[config.mk]
export PLATFORM = sky130hd
export DESIGN_NAME = argmax_classifier_flat
export DESIGN_NICKNAME = d
export VERILOG_FILES = /design/src/rtl/argmax_classifier_if.sv /design/src/rtl/argmax_classifier.sv /design/src/flat_wrapper.sv
export SDC_FILE = /design/constraint.sdc
export NUM_CORES = 1
export LEC_CHECK = 0
export CORE_MARGIN = 2
export CORE_UTILIZATION = 64
export CTS_CLUSTER_SIZE = 30
export DETAILED_ROUTE_END_ITERATION = 8
export DONT_BUFFER_PORTS = 1
export GPL_TIMING_DRIVEN = 0
export PLACE_DENSITY_LB_ADDON = 0.08
export SLEW_MARGIN = 40
export SYNTH_ARGS = -nofsm -noshare
export SYNTH_HDL_FRONTEND = slang
export SYNTH_SLANG_ARGS = --single-unit
[constraint.sdc]
create_clock -name clock -period 3.5 [get_ports clock]
set_input_delay 0.7 -clock clock [delete_from_list [all_inputs] [get_ports clock]]
set_output_delay 0.7 -clock clock [all_outputs]
set_load 0.1 [all_outputs]
[src/rtl/argmax_classifier_if.sv]
// Result/score port bundle for argmax_classifier; the DUT uses the slave modport.
// Threshold signals exist only when ARGMAX_THRESHOLD_EN is defined.
interface argmax_classifier_if #(
  parameter int DATA_WIDTH  = 32,
  parameter int NUM_CLASSES = 2,
  parameter int DROP_WIDTH  = 8
);
  localparam int IDX_WIDTH = (NUM_CLASSES > 1) ? $clog2(NUM_CLASSES) : 1;

  logic                         scores_ready;
  logic signed [DATA_WIDTH-1:0] scores [NUM_CLASSES];
  logic                         result_valid;
  logic                         result_ready;
  logic [IDX_WIDTH-1:0]         class_index;
  logic signed [DATA_WIDTH-1:0] max_score;
  logic                         busy;
  logic [DROP_WIDTH-1:0]        drop_count;

`ifdef ARGMAX_THRESHOLD_EN
  logic signed [DATA_WIDTH-1:0] threshold;
  logic                         below_threshold;

  modport slave (
    input  scores_ready, scores, result_ready, threshold,
    output result_valid, class_index, max_score, busy, drop_count, below_threshold
  );
  modport master (
    output scores_ready, scores, result_ready, threshold,
    input  result_valid, class_index, max_score, busy, drop_count, below_threshold
  );
`else
  modport slave (
    input  scores_ready, scores, result_ready,
    output result_valid, class_index, max_score, busy, drop_count
  );
  modport master (
    output scores_ready, scores, result_ready,
    input  result_valid, class_index, max_score, busy, drop_count
  );
`endif
endinterface

[src/rtl/argmax_classifier.sv]
// Serial argmax over one captured score vector, one signed compare per cycle.
// Define ARGMAX_THRESHOLD_EN to add the below_threshold confidence flag.
module argmax_classifier #(
  parameter int DATA_WIDTH  = 32,
  parameter int NUM_CLASSES = 2,
  parameter int DROP_WIDTH  = 8
) (
  input  logic               clock,
  input  logic               reset,
  argmax_classifier_if.slave io
);
  localparam int IDX_WIDTH = (NUM_CLASSES > 1) ? $clog2(NUM_CLASSES) : 1;
  localparam logic [IDX_WIDTH-1:0] FIRST_IDX = IDX_WIDTH'((NUM_CLASSES > 1) ? 1 : 0);
  localparam logic [IDX_WIDTH-1:0] LAST_IDX  = IDX_WIDTH'(NUM_CLASSES - 1);

  typedef enum logic [1:0] {IDLE, SCAN, DONE} state_t;

  state_t                       state_q;
  logic signed [DATA_WIDTH-1:0] buf_q [NUM_CLASSES];
  logic signed [DATA_WIDTH-1:0] best_q;
  logic [IDX_WIDTH-1:0]         best_idx_q;
  logic [IDX_WIDTH-1:0]         idx_q;
  logic                         result_valid_q;
  logic                         busy_q;
  logic [DROP_WIDTH-1:0]        drop_q;

  logic                         accept;
  logic                         drop;
  logic                         gt;
  logic signed [DATA_WIDTH-1:0] cand;
  logic signed [DATA_WIDTH-1:0] best_d;
  logic [IDX_WIDTH-1:0]         best_idx_d;
  logic [DROP_WIDTH-1:0]        drop_d;

`ifdef ARGMAX_THRESHOLD_EN
  logic signed [DATA_WIDTH-1:0] thr_q;
  logic                         below_q;
`endif

  function automatic logic [DROP_WIDTH-1:0] sat_inc(input logic [DROP_WIDTH-1:0] v);
    return (&v) ? v : v + 1'b1;
  endfunction

  // A single-entry buffer has nothing to walk, so avoid an out-of-range select.
  if (NUM_CLASSES > 1) begin : g_multi
    assign cand = buf_q[idx_q];
  end else begin : g_single
    assign cand = buf_q[0];
  end

  always_comb begin
    accept     = io.scores_ready &&
                 ((state_q == IDLE) || ((state_q == DONE) && io.result_ready));
    drop       = io.scores_ready && !accept;
    drop_d     = drop ? sat_inc(drop_q) : drop_q;
    gt         = cand > best_q;
    best_d     = gt ? cand : best_q;
    best_idx_d = gt ? idx_q : best_idx_q;
  end

  // Capture stage: score buffer (and threshold) carry no reset.
  always_ff @(posedge clock) begin
    if (accept) begin
      buf_q <= io.scores;
`ifdef ARGMAX_THRESHOLD_EN
      thr_q <= io.threshold;
`endif
    end
  end

  // Control FSM with registered result outputs.
  always_ff @(posedge clock) begin
    if (reset) begin
      state_q        <= IDLE;
      result_valid_q <= 1'b0;
      busy_q         <= 1'b0;
      best_q         <= '0;
      best_idx_q     <= '0;
      idx_q          <= '0;
      drop_q         <= '0;
`ifdef ARGMAX_THRESHOLD_EN
      below_q        <= 1'b0;
`endif
    end else begin
      drop_q <= drop_d;
      if (accept) begin
        best_q     <= io.scores[0];
        best_idx_q <= '0;
        idx_q      <= FIRST_IDX;
        busy_q     <= 1'b1;
        if (NUM_CLASSES == 1) begin
          state_q        <= DONE;
          result_valid_q <= 1'b1;
`ifdef ARGMAX_THRESHOLD_EN
          below_q        <= io.scores[0] < io.threshold;
`endif
        end else begin
          state_q        <= SCAN;
          result_valid_q <= 1'b0;
        end
      end else begin
        case (state_q)
          SCAN: begin
            best_q     <= best_d;
            best_idx_q <= best_idx_d;
            idx_q      <= idx_q + 1'b1;
            if (idx_q == LAST_IDX) begin
              state_q        <= DONE;
              result_valid_q <= 1'b1;
`ifdef ARGMAX_THRESHOLD_EN
              below_q        <= best_d < thr_q;
`endif
            end
          end
          DONE: begin
            if (io.result_ready) begin
              state_q        <= IDLE;
              result_valid_q <= 1'b0;
              busy_q         <= 1'b0;
            end
          end
          default: ;
        endcase
      end
    end
  end

  assign io.result_valid = result_valid_q;
  assign io.class_index  = best_idx_q;
  assign io.max_score    = best_q;
  assign io.busy         = busy_q;
  assign io.drop_count   = drop_q;
`ifdef ARGMAX_THRESHOLD_EN
  assign io.below_threshold = below_q;
`endif

endmodule
[src/flat_wrapper.sv]
// flat-port wrapper written by rule: the top's interface ports become plain ports
module argmax_classifier_flat 
#(
  parameter int DATA_WIDTH  = 32,
  parameter int NUM_CLASSES = 2,
  parameter int DROP_WIDTH  = 8
)
  (clock, reset, io_scores_ready, io_scores, io_result_ready, io_result_valid, io_class_index, io_max_score, io_busy, io_drop_count);
  argmax_classifier_if #(.DATA_WIDTH(DATA_WIDTH), .NUM_CLASSES(NUM_CLASSES), .DROP_WIDTH(DROP_WIDTH)) io_i ();
  input  logic clock;
  input  logic reset;
  input wire logic [$bits(io_i.scores_ready)-1:0] io_scores_ready;
  input wire logic [$bits(io_i.scores)-1:0] io_scores;
  input wire logic [$bits(io_i.result_ready)-1:0] io_result_ready;
  output wire logic [$bits(io_i.result_valid)-1:0] io_result_valid;
  output wire logic [$bits(io_i.class_index)-1:0] io_class_index;
  output wire logic [$bits(io_i.max_score)-1:0] io_max_score;
  output wire logic [$bits(io_i.busy)-1:0] io_busy;
  output wire logic [$bits(io_i.drop_count)-1:0] io_drop_count;
  assign io_i.scores_ready = io_scores_ready;
  assign io_i.scores = {>>{io_scores}};
  assign io_i.result_ready = io_result_ready;
  assign io_result_valid = io_i.result_valid;
  assign io_class_index = io_i.class_index;
  assign io_max_score = io_i.max_score;
  assign io_busy = io_i.busy;
  assign io_drop_count = io_i.drop_count;
  argmax_classifier #(.DATA_WIDTH(DATA_WIDTH), .NUM_CLASSES(NUM_CLASSES), .DROP_WIDTH(DROP_WIDTH)) u_core (.clock(clock), .reset(reset), .io(io_i));
endmodule
; Word level (Yosys, flattened, before mapping)
; Index checks and enable logic that the tools add are counted.
[op_classes]
n_addsub = 2
n_lt_le_gt_ge = 2
eq_ne = 6
n_mux = 17
bitwise = 2
n_reduce_logical = 20
[op_table]
columns = op, count
row1 = 2-to-1 mux 32 bit, 6
row2 = > comparator 32 bit, 1
row3 = nonzero test 2 bit, 5
row4 = "adder 8 x 1 -> 8 bit, second input constant", 1
row5 = AND reduction 2 bit, 4
row6 = AND reduction 8 bit, 1
row7 = 2-to-1 mux 1 bit, 7
row8 = AND reduction 3 bit, 2
row9 = 2-to-1 mux 2 bit, 2
row10 = one-hot mux 2 bit (2 select lines), 1
row11 = logical AND 1 bit, 3
row12 = "inequality test 3 x 1 -> 1 bit, second input constant", 1
row13 = "inequality test 3 x 2 -> 1 bit, second input constant", 1
row14 = nonzero test 3 bit, 1
row15 = "== test 2 x 1 -> 1 bit, second input constant", 1
row16 = "== test 2 bit, second input constant", 1
row17 = "greater-or-equal comparator 2 bit, second input constant", 1
row18 = logical NOT 2 bit, 1
row19 = "inequality test 2 x 1 -> 1 bit, second input constant", 1
row20 = "inequality test 2 bit, second input constant", 1
row21 = NOT 1 -> 2 bit, 1
row22 = one-hot mux 1 bit (2 select lines), 1
row23 = OR reduction 2 bit, 1
row24 = "adder 1 bit, second input constant", 1
row25 = 3 further kinds, 3
[totals]
register_bits = 110
inputBits = 68
output_inout_bits = 43

; Longest topological paths before layout
; Gate-level depths: netlist (run 1).
[depth]
ltp_word = 8
ltp_mapped = 12
ltp_nobuf = 9

; Worst setup path before layout (run 1)
; OpenSTA, ideal clock, no wires.
[synth_timing]
path_kind = register -> register
from = register u_core.idx_q
to = register u_core.best_q[0] (netlist: u_core.io.max_score[0])
setup_ns = 0.125
arrival_ns = 3.042
t_required_ns = 3.375
slack_ns = 0.333
stages_incl_launch_ff = 13
path_buffers = 3
synth_period_minus_slack_ns = 3.167
cell_sequence = dfxtp_1 -> clkbuf_1 -> buf_2 -> mux2_2 -> ha_1 -> a21oi_1 -> o21ai_1 -> a221oi_2 -> o211ai_1 -> a211o_1 -> o21ai_1 -> buf_6 -> o211ai_2
[synth_between]
elab_chain_len = 7
[synth_lines]
columns = element, line_no
row1 = from (decl), argmax_classifier.sv:22  ; logic [IDX_WIDTH-1:0] idx_q;
row2 = from (signal assigned), argmax_classifier.sv:106  ; idx_q <= idx_q + 1'b1;
row3 = NOT 1 -> 2 bit (not written as such) *, argmax_classifier.sv:46  ; assign cand = buf_q[idx_q];
row4 = 2-to-1 mux 32 bit (not written as such) * (3 in series), argmax_classifier.sv:46
row5 = > comparator 32 bit or 2-to-1 mux 32 bit (tied branches), "argmax_classifier.sv:56, argmax_classifier.sv:57"
row6 = nonzero test 2 bit (no source line) or 2-to-1 mux 32 bit (tied branches), --
row7 = AND reduction 2 bit (no source line) or 2-to-1 mux 32 bit (tied branches), --
row8 = to (signal assigned), argmax_classifier.sv:87  ; best_q <= io.scores[0];
row9 = to (signal assigned), argmax_classifier.sv:104  ; best_q <= best_d;
row10 = to (decl), argmax_classifier.sv:20  ; logic signed [DATA_WIDTH-1:0] best_q;
; Mark *: on every way between the ends. The rest lies on a longest branch, timed or not. The select of a mux whose other input is x is not followed.
; A chain may end at the register's enable or synchronous reset.

; Worst setup path after layout (run 1)
[layout_timing]
from = register u_core.idx_q
to = register u_core.best_q[21] (netlist: u_core.io.max_score[21])
; Same word-level chain as after synthesis.

==> key figures, run 1 <==
Outcome
  • Outcome: finished, final reports clean

Clock tree
  • Clock Latency Late Sink: ~0.4 ns
  • H-tree Lvls: 3
  • # Post-CTS Setup Buffers: 0
  • Total CTS buffers: 9
  • CTS tree: built
  • Clock root buffer: clkbuf_8
  • CTS clk-pin slew, worst paths: approximately 0.11 ns
  • Maximum root-to-sink buffer count: 2
  • Clock sinks: around 110

Global route
  • Vias in the first global route: 4217
  • First-pass GRT wire length: roughly 21000 microns
  • Gr ovfl total: 0
  • GR Util All Layers: about a quarter
  • Antenna violations before repair: 0
  • Largest net degree at the start of global routing: 74

Finish
  • Most common cell after layout, fill and taps aside: edfxtp_1
  • # nets final: around 630
  • # diodes: 0
  • Area Growth Syn to Fin: 6.89%
  • Most frequent cells in the layout: edfxtp_1, o211ai_2, dfxtp_2
  • Fill count: between 700 and 800
  • Share of layout cells above drive strength 1: about two fifths
  • Finished Layout Cells: 665

Yosys
  • Seq/Total Area, Yosys: between 40% and 50%
  • Post-synth ARST share: 0%
  • Gate Count Post-Synth: between 500 and 600
  • Syn avg cell area: about 12 sq um
  • Ys flop type: edfxtp_1
  • Syn nets: 622
  • Post-synth cell types: 50
  • Number of enable flip-flop cells after synthesis: between 60 and 70
  • Flops & latches, synth: between 100 and 150
  • Post-Syn Area: roughly 6300 sq um
  • Ys Warns: 0

Worst hold path
  • WHS Path Cells: 0
  • Hold WC Path Type: in2reg
  • Hold endpoint: u_core.buf_q[23]
  • Hold path start: io_scores[23]

Setup path
  • Crit. End Element: register
  • Worst path max stage delay: 0.49 ns
  • Worst path slowest cell: dfxtp_2
  • WP data required: about 3.8 ns
  • Worst setup SP type: register
  • Critical Path AT: between 3 and 4 ns
  • CP Cell Sequence: buf_4 -> mux2_2 -> ha_1 -> a21oi_1 -> o21ai_1 -> a221oi_2 -> o211ai_1 -> a211o_1 -> o21ai_2 -> buf_6 -> o211ai_2
  • CP Max Fanout: 10
  • RR Startpoint: u_core.idx_q
  • R2R Setup Slk: approximately 0.18 ns
  • R2R depth: 11
  • Crit Path Category: reg2reg
  • RR Endpoint: u_core.io.max_score[21]

Place
  • Port Buffer Count: 0
  • Setup WS pre-CTS: -0.351 ns
  • HPWL after detailed placement: a little under 10000 microns
  • Placed Cells: 650
  • GP Congestion: around 0.8

Floorplanning
  • Initial Util: around two thirds
  • # rows: 36
  • Core Region: between 9000 and 10000 sq um
  • IO Count: ~110
  • Die width: 103 microns
  • Die Ht: roughly 100 microns
  • Die ar.: 10600 sq um

Power
  • Pleak: about 2.5 nW
  • Pwr Total: between 3 and 4 mW
  • Power density over the cells: between 500 and 600 nW/um^2
  • Max rail drop VDD: around 0.00043 V

STA
  • Final hold violation count: 0
  • Final setup viols: 0
  • Worst-Margin Slew: between 0.6 and 0.7 ns
  • Minimum clock period: roughly 3.3 ns
  • Fin. max-slew vios: 0
  • Setup WS post-layout: 0.184 ns
  • Achievable clock frequency: 302 MHz
  • Final worst path period share: roughly 95%
  • RSZ-0062 raised after global routing: no
  • Skew final: about 0.017 ns
  • Slew HR: 56.5%

Detailed routing
  • Avg WL per Cell: 20.2 microns
  • Via count: 4095
  • First DRT Iteration DRCs: about 160
  • Residual DRC count: 0
  • Via density: about 6.2
  • Initial DRT Pass Iterations: 4
  • Post-route ant nets: 0
  • Final WL: 13500 microns

Run
  • Max cap viols: 0
-- layout make-up --
cell class	count	area [sq um]	share of cell area, %
tap	133	166	2.48
clock inverter	6	51.3	0.764
multi-input combinational	334	3000	44.6
sequential	109	2880	42.8
inverter	36	135	2.01
clock buffer	10	149	2.22
buffer	37	344	5.12
-- through the flow --
step | setup TNS (ns) | area [sq um] | util (%) | hold WS (ns)
6_report | 0 | 6720 | 69.7 | 0.389
5_1_grt | 0 | 6720 | 69.7 | 0.353
4_1_cts | 0 | 6710 | 69.6 | 0.369
3_5_place_dp | -10.40 | 6510 | 67.5 | 0.661
3_3_place_gp | -10.32 | 6450 | 66.9 | 0.646
2_1_floorplan | 0 | 6290 | - | 0.615
-- cells in the mapped netlist (3+ instances only) --
cell | instances | area (sq um)
ha_1 | 37 | 463
xor2_1 | 4 | 35.0
buf_6 | 8 | 90.1
clkbuf_8 | 5 | 68.8
inv_1 | 35 | 131
nand2b_1 | 4 | 25.0
nor2_1 | 8 | 30.0
a21oi_1 | 22 | 110
clkbuf_1 | 7 | 26.3
o211ai_1 | 7 | 52.6
mux2_2 | 31 | 349
o21ai_0 | 6 | 30.0
buf_12 | 3 | 60.1
nand3b_1 | 33 | 248
o211ai_2 | 62 | 776
nor3_1 | 3 | 15.0
or3_2 | 17 | 128
nand3_1 | 3 | 15.0
or3_1 | 16 | 100
buf_2 | 8 | 40.0
nand2_1 | 13 | 48.8
a21oi_2 | 3 | 26.3
nand4_1 | 10 | 62.6
edfxtp_1 | 64 | 1920
dfxtp_1 | 45 | 901
nor3b_1 | 31 | 233
-- how the worst max path moves through the flow --
stage                     cells past startpoint    startpoint                 endpoint  slack [ns]
after floorplan                              12  u_core.idx_q   u_core.io.max_score[0]        0.33
after global placement                       12  u_core.idx_q  u_core.io.max_score[29]       -0.34
after detailed placement                     12  u_core.idx_q  u_core.io.max_score[21]       -0.35
after CTS                                    11  u_core.idx_q  u_core.io.max_score[21]        0.03
after global routing                         11  u_core.idx_q  u_core.io.max_score[29]        0.04
final                                        11  u_core.idx_q  u_core.io.max_score[21]        0.18
-- metal layers --
metal | wire, microns | GRT usage (%)
met1 | 5730 | 32.8
met2 | 6420 | 43.1
met3 | 1120 | 9.90
met4 | 191 | 8.00
met5 | 0 | 0
-- timing repair --
item,CTS,global route
hold buffers,0,0
gates resized for setup,2,2
setup endpoints to repair,33,30
-- power breakdown --
group | internal [mW] | switching, mW
registers | 1.53 | 0.492
logic | 0.476 | 0.701
clock network | 0.312 | 0.453
-- critical path: cells and delay by family (launching register included) --
kind	cells	cell delay (ns)
buffers and inverters	2	0.51
AO/OA/AOI/OAI	7	1.50
flip-flops	1	0.49
multiplexers	1	0.37
adder cells (fa/ha/maj)	1	0.32
-- flip-flops by register name, indices dropped and copies added, names as in the netlist --
signal,flops
u_core.buf_q,64
u_core.io.max_score,32
u_core.io.drop_count,8
u_core.state_q,2
u_core.idx_q,1
u_core.io.busy,1
u_core.io.class_index,1
-- kinds of logic (layout without fill, tap and decap cells) --
kind of cell / after synthesis / count (layout) / share of synthesized area, %
buf+inv: 74 / 89 / 7.64
xor+xnor: 6 / 6 / 0.836
flops: 109 / 109 / 44.9
fa+ha+maj: 37 / 37 / 7.36
simple gates: 147 / 147 / 15.9
mux: 33 / 33 / 5.87
compound gates: 111 / 111 / 17.5
Note: power is estimated with default switching activity, not from simulation.
==> inputs of run 2 (changes only) <==
--- a/config.mk
+++ b/config.mk
@@ -5,8 +5,8 @@
 export SDC_FILE = /design/constraint.sdc
 export NUM_CORES = 1
 export LEC_CHECK = 0
-export CORE_MARGIN = 2
 export CORE_UTILIZATION = 64
+export CTS_CLUSTER_DIAMETER = 60
 export CTS_CLUSTER_SIZE = 30
 export DETAILED_ROUTE_END_ITERATION = 8
 export DONT_BUFFER_PORTS = 1
==> run 2 against run 1 <==
Sequential power about the same; worst hold slack better by 0.016 ns; non-clock buffer count unchanged; register-to-register slack better by 0.02 ns; utilization up 2.0 points; worst setup slack better by 0.022 ns; die area down 3.8%; final area about the same; largest cell class unchanged; largest power group unchanged.
==> key figures, run 2 (same netlist as run 1, synthesis figures left out) <==
Finish
  • Biggest register: u_core.buf_q
  • Most frequent cells in the layout: edfxtp_1, o211ai_2, dfxtp_2
  • # diodes: 0 (unchanged)
  • Share of layout cells above drive strength 1: 39.1% (-0.19 points)
  • Area Growth Syn to Fin: 6.91% (about the same)
  • # nets final: 632 (unchanged)
  • Largest register FFs: 64 (unchanged)
  • Most common cell after layout, fill and taps aside: edfxtp_1

Floorplanning
  • IO Count: 111 (unchanged)
  • Die ar.: 10200 sq um (-3.8%)
  • Core Region: 9370 sq um (-2.8%)
  • Die width: 101 microns (-1.9%)
  • Die Ht: 101 microns (-1.9%)
  • # rows: 35 (-2.8%)
  • Initial Util: 67.1% (+1.9 points)

Power
  • Clock power frac: 19.5% (+0.2 points)
  • Seq pwr share: 51.0% (about the same)
  • Max rail drop VDD: 0.000489 V (+13%)
  • Sw Ratio: 40.5% (-1.0 points)
  • Combinational Power Share: 29.5% (-0.2 points)
  • Internal power: 2.36 mW (+1.8%)
  • Power density over the cells: 589 nW/um^2 (about the same)
  • Pleak: 2.47 nW (+0.21%)
  • Pwr Total: 3.96 mW (about the same)
  • Net Switching: 1.60 mW (-2.5%)

Clock tree
  • CTS clk-pin slew, worst paths: 0.11 ns (about the same)
  • Clock Latency Late Sink: 0.38 ns (-0.02 ns)
  • Clock root buffer: clkbuf_8
  • H-tree Lvls: 3 (unchanged)
  • CTS tree: built
  • Clock sinks: 109 (unchanged)
  • Maximum root-to-sink buffer count: 2 (unchanged)
  • # Post-CTS Setup Buffers: 0 (unchanged)
  • Total CTS buffers: 9 (unchanged)

Setup path
  • Worst setup SP type: register
  • Crit Path Category: reg2reg
  • CP Max Fanout: 10 (unchanged)
  • CP Launch Point: u_core.idx_q
  • CP Cell Sequence: buf_2 -> mux2_2 -> ha_1 -> nand4_1 -> or4_4 -> nor3_4 -> nor4_4 -> buf_6 -> o211ai_2 -> o211ai_2
  • Worst path max stage delay: 0.62 ns (+0.13 ns)
  • Worst path slowest cell: or4_4
  • Most used cell, CP: o211ai_2
  • RR Startpoint: u_core.idx_q
  • Critical Path AT: 3.55 ns (-0.04 ns)
  • Crit. End Element: register
  • WP data required: 3.76 ns (about the same)

Worst hold path
  • Hold path start: io_scores[23]
  • Hold WC Path Type: in2reg

STA
  • Worst-Margin Slew: 0.640 ns (-0.0120 ns)
  • Final hold violation count: 0 (unchanged)
  • Skew final: 0.0173 ns (+0.000191 ns)
  • Final setup viols: 0 (unchanged)
  • Achievable clock frequency: 304 MHz (+0.66%)
  • Minimum clock period: 3.29 ns (-0.0218 ns)
  • Final worst path period share: 94.1% (-0.62 points)
  • Worst hold slack: 0.405 ns (+0.0161 ns)
  • Slew HR: 57.3% (+0.80 points)
  • Fin. max-slew vios: 0 (unchanged)

Global route
  • First-pass GRT wire length: 20700 microns (-3.6%)
  • Gr ovfl total: 0 (unchanged)
  • Largest net degree at the start of global routing: 74 (unchanged)
  • GR Util All Layers: 26.4% (about the same)
  • Vias in the first global route: 4183 (-0.81%)
  • Antenna violations before repair: 0 (unchanged)

Detailed routing
  • Residual DRC count: 0 (unchanged)
  • Final WL: 13000 microns (-3.4%)
  • Avg WL per Cell: 19.7 microns (-2.8%)
  • Via density: 6.23 (+1.1%)
  • Via count: 4116 (+0.51%)
  • Post-route ant nets: 0 (unchanged)
  • First DRT Iteration DRCs: 125 (-21%)
  • Initial DRT Pass Iterations: 4 (unchanged)

Place
  • Port Buffer Count: 0 (unchanged)
  • GP Congestion: 0.804 (+0.70%)
  • HPWL after detailed placement: 9430 microns (-2.3%)

Run
  • Max cap viols: 0 (unchanged)

Outcome
  • Outcome: finished, final reports clean
## run 2: cell count changes in the layout (fill, tap and decap cells not counted)
cell        change
clkinv_4        -2
clkbuf_1        +1
a21oi_4         +1
inv_6           +1
inv_8           -1
a21oi_2         -1
inv_4           -1
clkbuf_8        +1
clkinvlp_4      -1
bufinv_16       +1
clkinv_2        +2
clkbuf_16       -1
## run 2: path summary, 6_finish.rpt
kind | to | slack [ns] | cells after the start
worst max register to register | u_core.io.max_score[18] | 0.21 | 10
worst min-delay path | u_core.buf_q[23] | 0.41 | 0
worst min register to register | u_core.state_q[0] | 0.68 | 4
worst max-delay path | u_core.io.max_score[18] | 0.21 | 10
## run 2: worst max-delay path, delay by kind of cell (launching register included)
family | cells | cell delay [ns]
compound gates | 2 | 0.27
fa+ha+maj | 1 | 0.32
buf+inv | 2 | 0.51
flops | 1 | 0.50
mux | 1 | 0.39
simple gates | 4 | 1.17
## run 2: metal layers
| layer | vias to the layer above | share of wire [%] | track usage (%) | routed length [microns] |
|---|---|---|---|---|
| li1 | 1977 | - | - | - |
| met5 | - | 0 | 0 | 0 |
| met1 | 1987 | 43 | 31.7 | 5540 |
| met4 | 0 | 1.5 | 8.25 | 195 |
| met3 | 20 | 7.9 | 8.46 | 1030 |
| met2 | 132 | 48 | 45.1 | 6240 |
## run 2: through the flow
step | TNS (ns) | utilization, % | cell area, sq um | setup slack, ns | instances
after global placement | -7.96 | 68.8 | 6450 | -0.263 | 646
after floorplan | 0 | - | 6290 | 0.333 | 517
after global routing | -0.507 | 71.7 | 6720 | -0.0392 | 661
after detailed placement | -9.80 | 69.4 | 6500 | -0.320 | 646
after CTS | 0 | 71.5 | 6700 | 0.0317 | 661
final | 0 | 71.7 | 6720 | 0.205 | 661
## run 2: power groups by stage
stage | Clock [mW] | Sequential, mW | Combinational (mW)
4_1_cts | 0.788 | 2.02 | 1.16
3_5_place_dp | 0 | 2.04 | 1.16
3_3_place_gp | 0 | 2.02 | 1.13
5_1_grt | 0.829 | 2.03 | 1.28
6_report | 0.773 | 2.02 | 1.17
2_1_floorplan | 0 | 2.00 | 0.930
## run 2: final cells by class
type / count / area, sq um
inverter: 36 / 135
fill: 718 / 2650
tap: 129 / 161
sequential: 109 / 2880
clock buffer: 11 / 141
multi-input combinational: 334 / 3000
buffer: 37 / 344
clock inverter: 5 / 57.6
## run 2: timing repair
item	CTS	global route
hold endpoints to repair	0	0
hold buffers	0	0
pin swaps	0	0
setup endpoints to repair	33	30
gates resized for setup	2	3
==> inputs of run 3 (changes only) <==
--- a/config.mk
+++ b/config.mk
@@ -5,7 +5,7 @@
 export SDC_FILE = /design/constraint.sdc
 export NUM_CORES = 1
 export LEC_CHECK = 0
-export CORE_UTILIZATION = 64
+export CORE_UTILIZATION = 33
 export CTS_CLUSTER_DIAMETER = 60
 export CTS_CLUSTER_SIZE = 30
 export DETAILED_ROUTE_END_ITERATION = 8
==> run 3 against run 2 <==
Final area is 4.0% higher; highest routed layer unchanged; register-to-register slack better by 0.02 ns; combinational power is 3% higher.
==> key figures, run 3 (same netlist as run 1, synthesis figures left out) <==
Outcome
  • Outcome: finished, final reports clean

Clock tree
  • H-tree Lvls: 3 (unchanged)
  • Post-CTS Hold Fix Bufs: 0 (unchanged)
  • Maximum root-to-sink buffer count: 2 (unchanged)
  • Total CTS buffers: 9 (unchanged)
  • CTS tree: built
  • Clock root buffer: clkbuf_16
  • CTS clk-pin slew, worst paths: 0.08 ns (-0.03 ns)
  • Clock sinks: 109 (unchanged)
  • Clock Latency Late Sink: 0.36 ns (-0.02 ns)
  • # Post-CTS Setup Buffers: 0 (unchanged)

Floorplanning
  • # rows: 50 (+43%)
  • Core Region: 18700 sq um (+100%)
  • Die ar.: 19600 sq um (+92%)
  • Die Ht: 140 microns (+38%)
  • Initial Util: 33.6% (-33 points)
  • Die width: 140 microns (+38%)
  • IO Count: 111 (unchanged)

Finish
  • Area of the multi-input gates: 3020 sq um (+0.42%)
  • Most frequent cells in the layout: edfxtp_1, o211ai_2, dfxtp_2
  • Finished Layout Cells: 767 (+16%)
  • Share of layout cells above drive strength 1: 39.1% (unchanged)
  • Design area: 6990 sq um (+4.0%)
  • Most common cell after layout, fill and taps aside: edfxtp_1
  • Area Growth Syn to Fin: 11.2%
  • Final design utilization: 37.4% (-34 points)
  • # nets final: 632 (unchanged)
  • Biggest register: u_core.buf_q
  • Largest register FFs: 64 (unchanged)
  • Storage cell area: 2880 sq um (about the same)
  • Fill count: 1810 (+150%)

Place
  • Port Buffer Count: 0 (unchanged)
  • GP Congestion: 0.733 (-8.8%)
  • Placed cell areas: 6630 sq um (+2.0%)
  • Placed Cells: 751 (+16%)
  • Setup WS pre-CTS: -0.544 ns (-0.223 ns)
  • HPWL after detailed placement: 11300 microns (+20%)

STA
  • Setup TNS: 0 ns (unchanged)
  • Slew HR: 52.5% (-4.8 points)
  • Worst-Margin Slew: 0.712 ns (+0.0726 ns)
  • Fin. max-slew vios: 0 (unchanged)
  • RSZ-0062 raised after global routing: no
  • Final worst path period share: 93.5% (-0.66 points)
  • Achievable clock frequency: 306 MHz (+0.71%)
  • Minimum clock period: 3.27 ns (-0.0232 ns)
  • Setup WS post-layout: 0.229 ns (+0.0232 ns)
  • Worst hold slack: 0.428 ns (+0.0234 ns)
  • Skew final: 0.0112 ns (-0.00601 ns)
  • Final setup viols: 0 (unchanged)
  • Final hold violation count: 0 (unchanged)

Global route
  • Gr ovfl total: 0 (unchanged)
  • GR Util All Layers: 16.8% (-9.6 points)
  • First-pass GRT wire length: 24800 microns (+20%)
  • Vias in the first global route: 4360 (+4.2%)
  • Largest net degree at the start of global routing: 74 (unchanged)
  • Antenna violations before repair: 1 (+1)

Detailed routing
  • Met1 Wirelength: 7140 microns (+29%)
  • Residual DRC count: 0 (unchanged)
  • Post-route ant nets: 0 (unchanged)
  • Via density: 5.24 (-16%)
  • First DRT Iteration DRCs: 182 (+46%)
  • Avg WL per Cell: 20.6 microns (+4.6%)
  • Metal2 WL: 7290 microns (+17%)
  • Routed met3 length: 1120 microns (+9.0%)
  • Via count: 4017 (-2.4%)
  • Initial DRT Pass Iterations: 4 (unchanged)
  • Final WL: 15800 microns (+21%)
  • Top sig layer: met4

Power
  • Power density over the cells: 616 nW/um^2 (+4.5%)
  • Pleak: 2.54 nW (+2.7%)
  • Max rail drop VDD: 0.000305 V (-38%)
  • Pwr Total: 4.31 mW (+8.7%)

Setup path
  • R2R depth: 10 (unchanged)
  • Critical Path AT: 3.51 ns (-0.04 ns)
  • R2R Setup Slk: 0.23 ns (+0.02 ns)
  • WP data required: 3.74 ns (-0.02 ns)
  • CP Max Fanout: 10 (unchanged)
  • Worst setup SP type: register
  • Crit. End Element: register
  • RR Startpoint: u_core.idx_q
  • Crit Path Category: reg2reg
  • RR Endpoint: u_core.io.max_score[7]

Run
  • Max cap viols: 0 (unchanged)

Worst hold path
  • Hold path start: io_scores[32]
  • Hold WC Path Type: in2reg
  • Hold endpoint: u_core.buf_q[32]
  • WHS Path Cells: 0 (unchanged)
## run 3: what timing repair did
item,CTS,global route
resized for setup,4,5
pin swaps,0,0
setup endpoints to repair,33,30
## run 3: routing by layer
metal / GRT usage [%] / vias up
li1: - / 1973
met1: 20.8 / 1929
met2: 26.9 / 101
met3: 5.95 / 14
met4: 6.02 / 0
met5: 0 / -
## run 3: layout make-up
class	instances	share of cell area (%)
clock buffer	13	4.19
clock inverter	3	0.304
antenna	1	0.0358
inverter	36	1.93
multi-input combinational	334	43.1
buffer	37	4.99
tap	234	4.19
sequential	109	41.2
## run 3: worst max path at each step
stage,startpoint,endpoint,slack [ns],depth (start not counted)
final,u_core.idx_q,u_core.io.max_score[7],0.23,10
after global routing,u_core.idx_q,u_core.io.max_score[7],0.06,10
after CTS,u_core.idx_q,u_core.io.max_score[29],0.05,11
after detailed placement,u_core.idx_q,u_core.io.max_score[29],-0.54,12
after global placement,u_core.idx_q,u_core.io.max_score[7],-0.49,12
after floorplan,u_core.idx_q,u_core.io.max_score[0],0.33,12
## run 3: critical path, stage by stage (launching register included)
cell and delay [ns]:
dfxtp_4 0.45, clkbuf_4 0.27, mux2_2 0.38, ha_1 0.32, nand4_1 0.24, or4_4 0.65
nor3_4 0.26, nor4_4 0.10, buf_6 0.18, o211ai_2 0.18, o211ai_2 0.11
## run 3: report_power, final
group | switching, mW | internal [mW]
combinational | 0.733 | 0.482
clock | 0.478 | 0.592
sequential | 0.494 | 1.53
